### src/rtl/regfile_pkg.sv
// Shared constants and helpers for the multi-port register file and its load scoreboard.
package regfile_pkg;

    localparam int DEF_WIDTH  = 32;
    localparam int DEF_ADDR_W = 5;
    localparam int ZERO_REG   = 0;

    // Bit offset of port 'port' inside a flattened vector of 'w'-bit fields.
    function automatic int port_lsb(input int port, input int w);
        return port * w;
    endfunction

endpackage

### src/rtl/regfile_scoreboard.sv
// Load scoreboard: one busy bit per register plus a registered count of busy registers.
module regfile_scoreboard
    import regfile_pkg::*;
#(
    parameter int ADDR_W = DEF_ADDR_W,
    parameter int DEPTH  = 1 << ADDR_W
) (
    input  logic              clk,
    input  logic              rst,
    input  logic              set_en,
    input  logic [ADDR_W-1:0] set_addr,
    input  logic              clr_en,
    input  logic [ADDR_W-1:0] clr_addr,
    output logic [DEPTH-1:0]  busy,
    output logic [ADDR_W:0]   busy_cnt
);

    logic [DEPTH-1:0] busy_q;
    logic [DEPTH-1:0] busy_d;
    logic [ADDR_W:0]  busy_cnt_q;
    logic [ADDR_W:0]  busy_cnt_d;
    logic             set_ok;
    logic             clr_ok;
    logic             inc;
    logic             dec;

    // A set and a clear to the same register leave it busy: the new load owns it.
    always_comb begin
        set_ok = set_en && (set_addr != ADDR_W'(ZERO_REG));
        clr_ok = clr_en && (clr_addr != ADDR_W'(ZERO_REG));
        inc    = set_ok && !busy_q[set_addr];
        dec    = clr_ok && busy_q[clr_addr] && !(set_ok && (set_addr == clr_addr));

        busy_d = busy_q;
        if (clr_ok) begin
            busy_d[clr_addr] = 1'b0;
        end
        if (set_ok) begin
            busy_d[set_addr] = 1'b1;
        end

        busy_cnt_d = busy_cnt_q + (ADDR_W + 1)'(inc) - (ADDR_W + 1)'(dec);
    end

    always_ff @(posedge clk or posedge rst) begin
        if (rst) begin
            busy_q     <= '0;
            busy_cnt_q <= '0;
        end else begin
            busy_q     <= busy_d;
            busy_cnt_q <= busy_cnt_d;
        end
    end

    assign busy     = busy_q;
    assign busy_cnt = busy_cnt_q;

endmodule

### src/rtl/regfile_sb.sv
// Two-write, NREAD-read register file with load scoreboard; r0 is hardwired zero.
// Define REGFILE_BYPASS_EN to forward same-cycle write data and load completions to the read ports.
module regfile_sb
    import regfile_pkg::*;
#(
    parameter int WIDTH  = DEF_WIDTH,
    parameter int ADDR_W = DEF_ADDR_W,
    parameter int NREAD  = 2
) (
    input  logic                    clk,
    input  logic                    rst,
    input  logic                    we_a,
    input  logic [ADDR_W-1:0]       wa_a,
    input  logic [WIDTH-1:0]        wd_a,
    input  logic                    we_l,
    input  logic [ADDR_W-1:0]       wa_l,
    input  logic [WIDTH-1:0]        wd_l,
    input  logic                    iss_ld,
    input  logic [ADDR_W-1:0]       iss_addr,
    input  logic [NREAD*ADDR_W-1:0] ra,
    output logic [NREAD*WIDTH-1:0]  rd,
    output logic [NREAD-1:0]        rbusy,
    output logic [ADDR_W:0]         busy_cnt
);

    localparam int DEPTH = 1 << ADDR_W;

    logic [WIDTH-1:0]  regs_q [DEPTH];
    logic [WIDTH-1:0]  regs_d [DEPTH];
    logic [DEPTH-1:0]  busy;
    logic              a_wr;
    logic              l_wr;
    logic [ADDR_W-1:0] rd_addr;
    logic [WIDTH-1:0]  rd_data;
    logic              rd_busy;

    regfile_scoreboard #(
        .ADDR_W (ADDR_W),
        .DEPTH  (DEPTH)
    ) u_scoreboard (
        .clk      (clk),
        .rst      (rst),
        .set_en   (iss_ld),
        .set_addr (iss_addr),
        .clr_en   (we_l),
        .clr_addr (wa_l),
        .busy     (busy),
        .busy_cnt (busy_cnt)
    );

    // The load port is applied last so it wins a same-address collision with the ALU port.
    always_comb begin
        a_wr   = we_a && (wa_a != ADDR_W'(ZERO_REG));
        l_wr   = we_l && (wa_l != ADDR_W'(ZERO_REG));
        regs_d = regs_q;
        if (a_wr) begin
            regs_d[wa_a] = wd_a;
        end
        if (l_wr) begin
            regs_d[wa_l] = wd_l;
        end
    end

    always_ff @(posedge clk or posedge rst) begin
        if (rst) begin
            for (int i = 0; i < DEPTH; i++) begin
                regs_q[i] <= '0;
            end
        end else begin
            regs_q <= regs_d;
        end
    end

    always_comb begin
        rd      = '0;
        rbusy   = '0;
        rd_addr = '0;
        rd_data = '0;
        rd_busy = 1'b0;
        for (int i = 0; i < NREAD; i++) begin
            rd_addr = ra[port_lsb(i, ADDR_W) +: ADDR_W];
            rd_data = regs_q[rd_addr];
            rd_busy = busy[rd_addr];
`ifdef REGFILE_BYPASS_EN
            // A completing load frees the register unless a new load claims it this cycle.
            if (we_l && (wa_l == rd_addr)) begin
                rd_data = wd_l;
                if (!(iss_ld && (iss_addr == rd_addr))) begin
                    rd_busy = 1'b0;
                end
            end else if (we_a && (wa_a == rd_addr)) begin
                rd_data = wd_a;
            end
`endif
            if (rd_addr == ADDR_W'(ZERO_REG)) begin
                rd_data = '0;
                rd_busy = 1'b0;
            end
            rd[port_lsb(i, WIDTH) +: WIDTH] = rd_data;
            rbusy[i]                        = rd_busy;
        end
    end

endmodule

### config.mk
export PLATFORM = sky130hd
export DESIGN_NAME = regfile_sb
export DESIGN_NICKNAME = d
export VERILOG_FILES = /design/src/rtl/regfile_pkg.sv /design/src/rtl/regfile_scoreboard.sv /design/src/rtl/regfile_sb.sv
export SDC_FILE = /design/constraint.sdc
export NUM_CORES = 2
export LEC_CHECK = 0
export ABC_CLOCK_PERIOD_IN_PS = 33200
export CORE_MARGIN = 2
export CORE_UTILIZATION = 43
export DETAILED_ROUTE_END_ITERATION = 10
export DONT_BUFFER_PORTS = 1
export SLEW_MARGIN = 20
export SYNTH_ARGS = -nofsm -noshare
export SYNTH_HDL_FRONTEND = slang
export SYNTH_SLANG_ARGS = --single-unit
### constraint.sdc
create_clock -name clk -period 33.2 [get_ports clk]
set_clock_uncertainty 0.15 [all_clocks]
set_input_delay 3.32 -clock clk [delete_from_list [all_inputs] [get_ports clk]]
set_output_delay 3.32 -clock clk [all_outputs]
set_load 0.01 [all_outputs]
==> impl_metrics.py <==
metrics = {
    "global_route": {
        "grt_max_degree": 266,
        "grt_pass1_vias": 50380,
        "overflow": 0,
        "grt_pass1_wl_um": 365100,
        "antenna_found_initial": 2,
        "grtUsageTotal_pct": 31.85,
    },
    "synthesis": {
        "synth_area_um2": 66090,
        "synth.distinct_cells": 62,
        "synth_edf_count": 0,
        "synth_flop_cell": "dfrtp_1",
        "yosysSeqAreaShare_pct": 40.21,
        "ys_ff_latch": 1062,
        "yosys_warnings": 0,
        "syn_area_per_cell_um2": 10.69,
        "syn_nets": 6285,
        "async_flop_share_pct": 100.0,
        "netlist_instances": 6184,
    },
    "timing": {
        "relSlewSlack_pct": 14.83,
        "min_period_ps": 9490,
        "fin_setup_tns_ps": 0,
        "drv_slew": 0,
        "period_share_pct": 28.58,
        "max_freq_mhz": 105.4,
        "setup_viol_count_final": 0,
        "hold_violations": 0,
        "rsz0062_at_grt": "no",
        "worst_pin_slew_ps": 1278,
    },
    "pwr": {
        "powerDensity_nw_per_um2": 61.63,
        "worst_ir_drop_vdd_mv": 0.03892,
        "p_leak_nw": 29.49,
    },
    "floorplan": {
        "initial_core_util_pct": 43.41,
        "die_w_um": 396.1,
        "die_area_um2": 156900,
        "coreArea_um2": 152300,
        "die_h_um": 396.1,
        "num_rows": 143,
        "num_io_pins": 166,
    },
    "critical_path": {
        "cp.required_ps": 29730,
        "critPathSlowestCell": "or2_2",
        "crit_arrival_ps": 6020,
        "cpMostUsedCell": "buf_4",
        "startpoint_type": "input port",
        "cp_slowest_stage_delay_ps": 960,
        "cp_max_fo": 40,
        "regToRegSetupSlack_ps": 30120,
        "crit_chain": "nand2b_2, buf_4, or2_2, o22ai_1, nor4_1, buf_4",
        "end_kind": "output port",
        "crit_type": "input port to output port",
    },
    "final_layout": {
        "final_cell_mix": "dfrtp_1 (1062), mux2i_1 (906), nor2_1 (622)",
        "final_common_cell": "dfrtp_1",
        "drive_gt1_share_pct": 16.43,
        "fin_util_pct": 46.49,
        "area_growth_pct": 7.112,
        "diodes": 0,
        "nets": 5736,
    },
    "routing": {
        "vias": 51680,
        "vias_per_cell": 6.660,
        "drtAntennaViolNets": 0,
        "drt_iter0_drc": 7054,
        "routedWlPerCell_um": 32.45,
        "wirelength_um": 251800,
        "dr.pass1.iters": 7,
        "drc_errors": 0,
    },
    "cts": {
        "cts_tree": "yes",
        "clkSlewWorstSetupHoldPaths_ps": 60,
        "cts_setup_buffers": 0,
        "cts_buffer_depth": 3,
        "cts_buffers": 130,
        "h-tree-depth": 4,
        "ctsResizeCount": 0,
        "clk_latency_ps": 760,
        "clockRootBuffer": "clkbuf_16",
        "hold_buffers": 0,
        "clkSinkCount": 1062,
    },
    "job": {
        "maxCapViolations": 0,
    },
    "placement": {
        "io_buffer_count": 0,
        "place_congestion": 0.8611,
        "dp_hpwl_um": 135900,
    },
    "min_path": {
        "hp-class": "flip-flop to flip-flop",
    },
    "run_status": {
        "status": "finished clean",
    },
}
synth_stat cells, types with 38 or more instances:
cell type / n / area [um2]
a211oi_1: 67 / 503.0
a21oi_1: 606 / 3033
a32oi_1: 162 / 1419
buf_1: 38 / 142.6
buf_2: 185 / 925.9
buf_4: 60 / 450.4
clkbuf_1: 485 / 1821
dfrtp_1: 1062 / 26580
mux2i_1: 906 / 9069
mux4_2: 541 / 12180
nand2_1: 587 / 2203
nor2_1: 642 / 2410
nor2b_1: 76 / 475.5
nor4_1: 64 / 400.4
o2111a_1: 66 / 743.2
o21ai_0: 391 / 1957
o22ai_1: 65 / 406.6
through the flow:
step	hold slack, ps	total power [mW]	cell area (um2)	setup WS, ps	instances
after floorplan	291.3	2.696	66100	15080	6184
after global placement	226.3	2.839	66370	23820	7530
after detailed placement	233.3	2.886	66380	23790	7531
after CTS	245.4	4.357	70730	23790	7757
after global routing	258.6	4.553	70790	23760	7759
final	240.3	4.363	70790	23710	7759
area by class of cell:
| type | count | area, um2 |
|---|---|---|
| fill | 13840 | 81470 |
| multi-input combinational | 4316 | 36400 |
| sequential | 1062 | 26580 |
| clock buffer | 198 | 3976 |
| tap | 2030 | 2540 |
| timing repair buffer | 103 | 842.1 |
| clock inverter | 28 | 369.1 |
| inverter | 22 | 86.33 |
logic make-up (layout without fill, tap and decap cells):
group	count (synthesis)	count (layout)	share of synthesized area (%)
flops	1062	1062	40.21
simple gates	1448	1448	9.163
fa+ha+maj	7	7	0.1439
mux	1451	1451	32.22
xor+xnor	10	10	0.1325
compound gates	1400	1400	12.66
buf+inv	806	351	5.467
worst paths after layout:
check,from,end,depth (start not counted)
min reg2reg,regs_q[1002],regs_q[1002],0
max in group asynchronous,rst,regs_q[525],6
max,ra[8],rd[40],6
min,regs_q[1002],regs_q[1002],0
max reg2reg,u_scoreboard.busy[11],u_scoreboard.busy_cnt[4],13
min in group asynchronous,rst,u_scoreboard.busy_cnt[5],2
where the power goes:
group / total, mW / leakage [nW] / internal, mW / switching, mW
combinational: 0.987 / 14.4 / 0.581 / 0.407
clock: 1.48 / 2.15 / 0.884 / 0.592
sequential: 1.90 / 12.9 / 1.63 / 0.267
registers in the layout (all words and copies together) (netlist names):
| register | flops |
|---|---|
| u_scoreboard.busy | 32 |
| u_scoreboard.busy_cnt | 6 |
| regs_q | 1024 |
critical path, delay by kind of cell:
kind	cells	cell delay [ps]
simple gates	3	1690
compound gates	1	220
buf+inv	2	700
per-layer routing:
| layer | up-vias | routed length, um | global-route usage, % |
|---|---|---|---|
| met5 | - | 0 | 0 |
| met4 | 0 | 13740 | 15.75 |
| met3 | 700 | 28430 | 9.190 |
| met2 | 3175 | 113400 | 48.22 |
| met1 | 26050 | 96230 | 41.87 |
| li1 | 21750 | - | - |
Power figures use the tool's default switching activity.
